`src/rtl/mc_ctrl_pkg.sv`:
```
// Shared constants for the multicycle control unit: opcodes, functs, ALU and
// operand-select encodings, and FSM state codes (ADDI states need MC_CTRL_ADDI_EN).
package mc_ctrl_pkg;

    localparam logic [5:0] OP_RTYPE = 6'b000000;
    localparam logic [5:0] OP_LW    = 6'b100011;
    localparam logic [5:0] OP_SW    = 6'b101011;
    localparam logic [5:0] OP_BEQ   = 6'b000100;
    localparam logic [5:0] OP_ADDI  = 6'b001000;

    localparam logic [5:0] FN_ADD = 6'b100000;
    localparam logic [5:0] FN_SUB = 6'b100010;
    localparam logic [5:0] FN_AND = 6'b100100;
    localparam logic [5:0] FN_OR  = 6'b100101;
    localparam logic [5:0] FN_SLT = 6'b101010;

    localparam logic [2:0] ALU_ADD = 3'b010;
    localparam logic [2:0] ALU_SUB = 3'b110;
    localparam logic [2:0] ALU_AND = 3'b000;
    localparam logic [2:0] ALU_OR  = 3'b001;
    localparam logic [2:0] ALU_SLT = 3'b111;

    localparam logic [1:0] ALUB_REGB = 2'b00;
    localparam logic [1:0] ALUB_ONE  = 2'b01;
    localparam logic [1:0] ALUB_IMM  = 2'b10;
    localparam logic [1:0] ALUB_ZERO = 2'b11;

    localparam logic [3:0] S_HOLD    = 4'd0;
    localparam logic [3:0] S_FETCH   = 4'd1;
    localparam logic [3:0] S_DECODE  = 4'd2;
    localparam logic [3:0] S_MEMADR  = 4'd3;
    localparam logic [3:0] S_MEMRD   = 4'd4;
    localparam logic [3:0] S_MEMWB   = 4'd5;
    localparam logic [3:0] S_MEMWR   = 4'd6;
    localparam logic [3:0] S_RTYPEEX = 4'd7;
    localparam logic [3:0] S_RTYPEWB = 4'd8;
    localparam logic [3:0] S_BEQEX   = 4'd9;
`ifdef MC_CTRL_ADDI_EN
    localparam logic [3:0] S_ADDIEX  = 4'd10;
    localparam logic [3:0] S_ADDIWB  = 4'd11;
`endif

endpackage

```
`src/rtl/mc_alu_dec.sv`:
```
// R-type funct decoder: maps funct to the ALU operation and flags unsupported
// functs (those fall back to add so the ALU inputs stay well defined).
module mc_alu_dec
    import mc_ctrl_pkg::*;
(
    input  logic [5:0] funct,
    output logic [2:0] alu_ctrl,
    output logic       funct_valid
);

    always_comb begin
        alu_ctrl    = ALU_ADD;
        funct_valid = 1'b1;
        case (funct)
            FN_ADD:  alu_ctrl = ALU_ADD;
            FN_SUB:  alu_ctrl = ALU_SUB;
            FN_AND:  alu_ctrl = ALU_AND;
            FN_OR:   alu_ctrl = ALU_OR;
            FN_SLT:  alu_ctrl = ALU_SLT;
            default: funct_valid = 1'b0;
        endcase
    end

endmodule

```
`src/rtl/mc_control.sv`:
```
// Multicycle CPU control FSM with an ext_req/ext_ack park handshake honoured
// only at instruction retire. Define MC_CTRL_ADDI_EN to support ADDI.
module mc_control
    import mc_ctrl_pkg::*;
(
    input  logic       clk,
    input  logic       reset,
    input  logic [5:0] opcode,
    input  logic [5:0] funct,
    input  logic       zero,
    input  logic       ext_req,
    output logic       ext_ack,
    output logic       MemtoRegSel,
    output logic       ALUASrcSel,
    output logic       RegDstSel,
    output logic       PCSrcSel,
    output logic       IorDSel,
    output logic       IRWriteEn,
    output logic       PCEn,
    output logic [1:0] ALUBSrcSel,
    output logic [2:0] alu_ctrl,
    output logic       mem_read,
    output logic       mem_write,
    output logic       reg_write,
    output logic       illegal
);

    logic [3:0] state_reg;
    logic [3:0] state_next;
    logic [3:0] retire_state;
    logic       pc_write;
    logic       branch;
    logic [2:0] rtype_alu;
    logic       funct_valid;

    mc_alu_dec u_alu_dec (
        .funct       (funct),
        .alu_ctrl    (rtype_alu),
        .funct_valid (funct_valid)
    );

    always_ff @(posedge clk or posedge reset) begin
        if (reset)
            state_reg <= S_HOLD;
        else
            state_reg <= state_next;
    end

    // Park requests are only sampled when an instruction completes.
    assign retire_state = ext_req ? S_HOLD : S_FETCH;
    assign PCEn         = pc_write | (branch & zero);

    always_comb begin
        state_next  = S_HOLD;
        ext_ack     = 1'b0;
        MemtoRegSel = 1'b0;
        ALUASrcSel  = 1'b0;
        RegDstSel   = 1'b0;
        PCSrcSel    = 1'b0;
        IorDSel     = 1'b0;
        IRWriteEn   = 1'b0;
        ALUBSrcSel  = ALUB_REGB;
        alu_ctrl    = ALU_ADD;
        mem_read    = 1'b0;
        mem_write   = 1'b0;
        reg_write   = 1'b0;
        illegal     = 1'b0;
        pc_write    = 1'b0;
        branch      = 1'b0;
        case (state_reg)
            S_HOLD: begin
                ext_ack    = 1'b1;
                state_next = ext_req ? S_HOLD : S_FETCH;
            end
            S_FETCH: begin
                mem_read   = 1'b1;
                IRWriteEn  = 1'b1;
                ALUBSrcSel = ALUB_ONE;
                pc_write   = 1'b1;
                state_next = S_DECODE;
            end
            S_DECODE: begin
                ALUBSrcSel = ALUB_IMM;
                case (opcode)
                    OP_LW, OP_SW: state_next = S_MEMADR;
                    OP_RTYPE:     state_next = S_RTYPEEX;
                    OP_BEQ:       state_next = S_BEQEX;
`ifdef MC_CTRL_ADDI_EN
                    OP_ADDI:      state_next = S_ADDIEX;
`endif
                    default: begin
                        illegal    = 1'b1;
                        state_next = retire_state;
                    end
                endcase
            end
            S_MEMADR: begin
                ALUASrcSel = 1'b1;
                ALUBSrcSel = ALUB_IMM;
                state_next = (opcode == OP_LW) ? S_MEMRD : S_MEMWR;
            end
            S_MEMRD: begin
                IorDSel    = 1'b1;
                mem_read   = 1'b1;
                state_next = S_MEMWB;
            end
            S_MEMWB: begin
                MemtoRegSel = 1'b1;
                reg_write   = 1'b1;
                state_next  = retire_state;
            end
            S_MEMWR: begin
                IorDSel    = 1'b1;
                mem_write  = 1'b1;
                state_next = retire_state;
            end
            S_RTYPEEX: begin
                ALUASrcSel = 1'b1;
                alu_ctrl   = rtype_alu;
                if (funct_valid) begin
                    state_next = S_RTYPEWB;
                end else begin
                    illegal    = 1'b1;
                    state_next = retire_state;
                end
            end
            S_RTYPEWB: begin
                RegDstSel  = 1'b1;
                reg_write  = 1'b1;
                state_next = retire_state;
            end
            S_BEQEX: begin
                ALUASrcSel = 1'b1;
                alu_ctrl   = ALU_SUB;
                PCSrcSel   = 1'b1;
                branch     = 1'b1;
                state_next = retire_state;
            end
`ifdef MC_CTRL_ADDI_EN
            S_ADDIEX: begin
                ALUASrcSel = 1'b1;
                ALUBSrcSel = ALUB_IMM;
                state_next = S_ADDIWB;
            end
            S_ADDIWB: begin
                reg_write  = 1'b1;
                state_next = retire_state;
            end
`endif
            default: state_next = S_HOLD;
        endcase
    end

endmodule
```
`config.mk`:
```
export PLATFORM = sky130hd
export DESIGN_NAME = mc_control
export DESIGN_NICKNAME = d
export VERILOG_FILES = /design/src/rtl/mc_ctrl_pkg.sv /design/src/rtl/mc_alu_dec.sv /design/src/rtl/mc_control.sv
export SDC_FILE = /design/constraint.sdc
export NUM_CORES = 1
export LEC_CHECK = 0
export ABC_CLOCK_PERIOD_IN_PS = 1600
export BUFFER_PORTS_ARGS = -buffer_cell sky130_fd_sc_hd__buf_4
export CORE_AREA = 10 10 47 49
export CTS_BUF_LIST = sky130_fd_sc_hd__clkbuf_8
export DETAILED_ROUTE_END_ITERATION = 10
export DIE_AREA = 0 0 57 59
export MAX_ROUTING_LAYER = met4
export PLACE_DENSITY = 0.77
export RECOVER_POWER = 50
export SLEW_MARGIN = 15
export SYNTH_ARGS = -nofsm -noshare
export SYNTH_HDL_FRONTEND = slang
export SYNTH_SLANG_ARGS = --single-unit
```
`constraint.sdc`:
```
create_clock -name clk -period 1.6 [get_ports clk]
set_input_delay 0.24 -clock clk [delete_from_list [all_inputs] [get_ports clk]]
set_output_delay 0.24 -clock clk [all_outputs]
set_load 0.01 [all_outputs]
```
Word level (Yosys, flattened, before mapping)
Cells that the tools add are included.
W data, S select, Z words.
{"block": "op_classes", "reduce_logical": 11, "bitwise": 2, "muxes": 22, "n_eq_ne": 17}
{"operator": "$eq A6 B6 Y1 const B", "count": 7}
{"operator": "$pmux W4 S6", "count": 1}
{"operator": "$eq A4 B3 Y1 const B", "count": 4}
{"operator": "$mux W1", "count": 14}
{"operator": "$pmux W3 S4", "count": 1}
{"operator": "$pmux W4 S3", "count": 1}
{"operator": "$reduce_or A2 Y1", "count": 5}
{"operator": "$reduce_or A5 Y1", "count": 2}
{"operator": "$eq A4 B2 Y1 const B", "count": 2}
{"operator": "$eq A4 B4 Y1 const B", "count": 2}
{"operator": "$eq A6 B3 Y1 const B", "count": 1}
{"operator": "$logic_not A6 Y1", "count": 1}
{"operator": "$pmux W3 S2", "count": 1}
{"operator": "$eq A4 B1 Y1 const B", "count": 1}
{"operator": "$logic_not A4 Y1", "count": 1}
{"operator": "$mux W4", "count": 1}
{"operator": "$pmux W2 S2", "count": 1}
{"operator": "$reduce_or A4 Y1", "count": 1}
{"operator": "$reduce_or A3 Y1", "count": 1}
{"operator": "$mux W2", "count": 1}
{"operator": "$pmux W1 S2", "count": 1}
{"operator": "$and A1 B1 Y1", "count": 1}
{"operator": "$or A1 B1 Y1", "count": 1}
{"block": "word_totals", "regBits": 4, "in_bits": 16}

Depth between registers and ports, before layout
{"block": "depth", "word_depth": 5, "depth_mapped": 5, "ltp_nobuf": 3}

By module
A second synthesis with hierarchy kept.
{"block": "hier_totals", "cells_unflattened": 70, "hier_area_um2": 528.0}
{"mod": "mc_control", "area_per_inst_um2": 441.7, "cells_per_inst": 61, "seq_area_each_um2": 100.1, "n_inst": 1}
{"mod": "mc_alu_dec", "area_per_inst_um2": 86.3, "cells_per_inst": 9, "seq_area_each_um2": 0.0, "n_inst": 1}

Worst setup path after synthesis
OpenSTA, ideal clock, no wires.
{"block": "synth_timing", "kind": "register to output", "startpoint": "register state_reg[1]", "endpoint": "output port ALUBSrcSel[0]", "path_stages_with_launch": 6, "path_slack_ns": -0.043, "arrival_ns": 1.403, "cell_sequence": "dfrtp_1 buf_4 clkbuf_1 nand2b_1 nor3_1 buf_4"}
{"block": "synth_between", "elab_chain_cells": 3}
{"item": "start, declared", "line": "mc_control.sv:28", "source": "logic [3:0] state_reg;"}
{"item": "start signal, assigned", "line": "mc_control.sv:46", "source": "state_reg <= state_next;"}
{"item": "$eq A4 B2 Y1", "line": "mc_control.sv:70", "source": "case (state_reg)"}
{"item": "$reduce_or A2 Y1 (no line)"}
{"item": "$pmux W2 S2 (*)", "line": "mc_control.sv:70"}
{"item": "end, declared", "line": "mc_control.sv:20", "source": "output logic [1:0] ALUBSrcSel,"}
Mark *: on every way between the ends. The rest lies on a longest branch, timed or not.

Worst setup path after layout
{"block": "layout_timing", "startpoint": "register state_reg[3]", "endpoint": "output port alu_ctrl[1]"}
{"block": "layout_between", "elab_chain_cells": 2}
{"item": "$eq A4 B4 Y1 or $eq A4 B3 Y1 (tied branches)", "line": "mc_control.sv:70"}
{"item": "$pmux W3 S2 (*)", "line": "mc_control.sv:70"}
{"item": "end, declared", "line": "mc_control.sv:21", "source": "output logic [2:0] alu_ctrl,"}
Marks and branches as above.

==> qor.csv <==
metric;value;unit
most common cell in the netlist;nor2_1;
clock buffer depth;2;
die width;57;um
Max VDD drop;0.000934;V
Setup TNS;-405;ps
number of flip-flops under the largest register name;4;
DRC violations left;0;
site row count;14;
slowest cell on the critical path;dfrtp_1;
Critical Path Source;state_reg[3]$_DFF_PP0_;
core footprint;0.00140;mm^2
Setup CP Type;reg -> out;
Ports;33;
Total GRT Usage;13.3;%
CP max stage delay;400;ps
ANT cells;0;
Synth cell types;36;
ys flop type;dfrtp_1;
RD Place Congestion;0.790;
Layout area overhead;85.7;%
Vias;741;
RSZ-0062 raised after global routing;yes;
Post-Syn Area per Cell;7.54;um^2
Worst-path clk slew;30;ps
hold_sp;ext_req;
final setup fails;6;
sw power;548;uW
I/O Buffers;32;
Async S/R FF share, synth;100;%
largest net degree at the start of global routing;12;
Top Usage Layer GRT;met2;
Fmax;586;MHz
Area after DPL;852;um^2
Cell Area, Synth;551;um^2
flops & latches, synth;4;
layout cell share with drive strength beyond 1;56.8;%
Seq/Total Area, Yosys;18.2;%
clock share of power;15.7;%
Congestion Overflow GR;0;
die area;0.00336;mm^2
GRT met2 Usage;24.8;%
Synth area leaders;dfrtp_1 18%, nor2_1 8.2%, nand2b_1 6.8%;
initial antenna violation count;0;
CTS tree;built;
number of max-cap violations;0;
failing checks;setup timing;
Nets;136;
# H-tree levels;1;
met1 global-route usage;12.0;%
CTS Root Cell;clkbuf_8;
min-delay worst type;in -> reg;
Worst-Margin Slew;459;ps
critical path required time;1360;ps
Synth top cells by count;12 x nor2_1, 6 x nand2b_1, 5 x nor3_1;
status;finished, violations left;
Initial Utilization;39.3;%
DP Worst Slack;39.9;ps
WP buf/inv;1;
Leak;0.460;nW
combinational share of power;70.9;%
Sequential Power Share;13.4;%
pwr/cell area;1350;mW/mm^2
Final Cycle Share;107;%
fin area;0.00102;mm^2
Yosys warnings;0;
total routed wirelength;2180;um
met3 GRT Util;3.00;%
final worst slack;-108;ps
Tmin final;1710;ps
Arr. time, crit path;1470;ps
number of global-route vias before repair;816;
CP endpoint kind;output port;
clk sinks;4;
final slew viol count;0;
Crit path max-delay family;simple AND/OR/NAND/NOR gates;
Fin Hold WS;279;ps
Final ANT Viol Nets;0;
P_int;837;uW
worst-path cell chain;nand2b_4, or3_4, nand2b_4, buf_6;
Reg-to-Reg Start;state_reg[0]$_DFF_PP0_;
maximum fanout along the worst path;4;
clock latency on the worst-skew pair;220;ps
Setup crit start kind;register;
Synth Instances;73;
Synth area leader;dfrtp_1;
total CTS buffers;3;
syn_nets;89;
Post-DP HPWL;1520;um
per-cell routed wire length;16.2;um
Die H;59;um
Final Hold Vio Count;0;
switching share of power;39.6;%
crit-path most repeated cell;nand2b_4;
clock skew;3.31;ps
first-pass GRT wire length;3620;um
Filler Cells Inserted;118;
first-pass iteration count of the detailed router;4;
share of the synthesized area in the top cell type;18.2;%
DR iter-0 viols;4;
total power;1.38;mW
Post-synth EDFFs;0;
Via density;5.53;
relative slew slack;69.3;%
==> power groups by stage <==
| stage | clock (mW) | combinational, mW | sequential, mW |
|---|---|---|---|
| 2_1_floorplan | 0 | 0.481 | 0.153 |
| 3_3_place_gp | 0 | 0.772 | 0.179 |
| 3_5_place_dp | 0 | 0.786 | 0.180 |
| 4_1_cts | 0.221 | 0.890 | 0.181 |
| 5_1_grt | 0.223 | 1.07 | 0.188 |
| 6_report | 0.217 | 0.982 | 0.186 |
==> final cells by class <==
| cell class | count | area [um^2] | area share, % |
|---|---|---|---|
| repair buffers | 48 | 370 | 36.2 |
| well taps | 16 | 20.0 | 1.96 |
| flip-flops and latches | 4 | 103 | 10.0 |
| multi-input cells | 60 | 477 | 46.6 |
| inverters | 3 | 11.3 | 1.10 |
| clock buffers | 3 | 41.3 | 4.04 |
==> placed cells by master (no fill, tap or decap), types with 3 or more instances in the layout <==
cell	n
nor3b_1	4
buf_6	3
nand2b_4	3
nor2_1	12
clkbuf_8	3
nor3_1	3
inv_1	3
buf_4	42
nor2b_1	4
==> kinds of logic after synthesis <==
family                    synth area share [%]
buffers and inverters                     7.73
and+or+nand+nor                           47.5
AOI/OAI and AO/OA                         20.9
DFF                                       18.2
xor gates and xnor gates                  1.59
muxes                                     4.09
==> path summary, 6_finish.rpt <==
path                                          end  slack (ps)  cells after the start
max in group asynchronous  state_reg[2]$_DFF_PP0_         980                      3
setup reg to reg           state_reg[0]$_DFF_PP0_          20                      4
hold / removal             state_reg[0]$_DFF_PP0_         280                      2
min in group asynchronous  state_reg[3]$_DFF_PP0_         450                      3
setup / recovery                      alu_ctrl[1]        -110                      4
hold reg to reg            state_reg[2]$_DFF_PP0_         650                      2
==> metal layers <==
layer	up-vias	share of wire (%)
li1	362	-
met1	348	38
met2	25	54
met3	6	5.5
met4	0	2.6
met5	-	0
==> through the flow <==
stage	utilization, %	cells
6_report	72.9	134
5_1_grt	72.9	134
4_1_cts	70.3	132
3_5_place_dp	60.8	124
3_3_place_gp	60.8	124
2_1_floorplan	-	73
==> what timing repair did <==
action                                  CTS  global route
gates resized for setup                  11             5
endpoints found under the hold margin     4             0
endpoints found under the setup margin    8            11
hold buffers                              1             0
pin swaps                                 5             2
buffers inserted                          4             2
No activity file was read; power rests on OpenSTA's default activity.
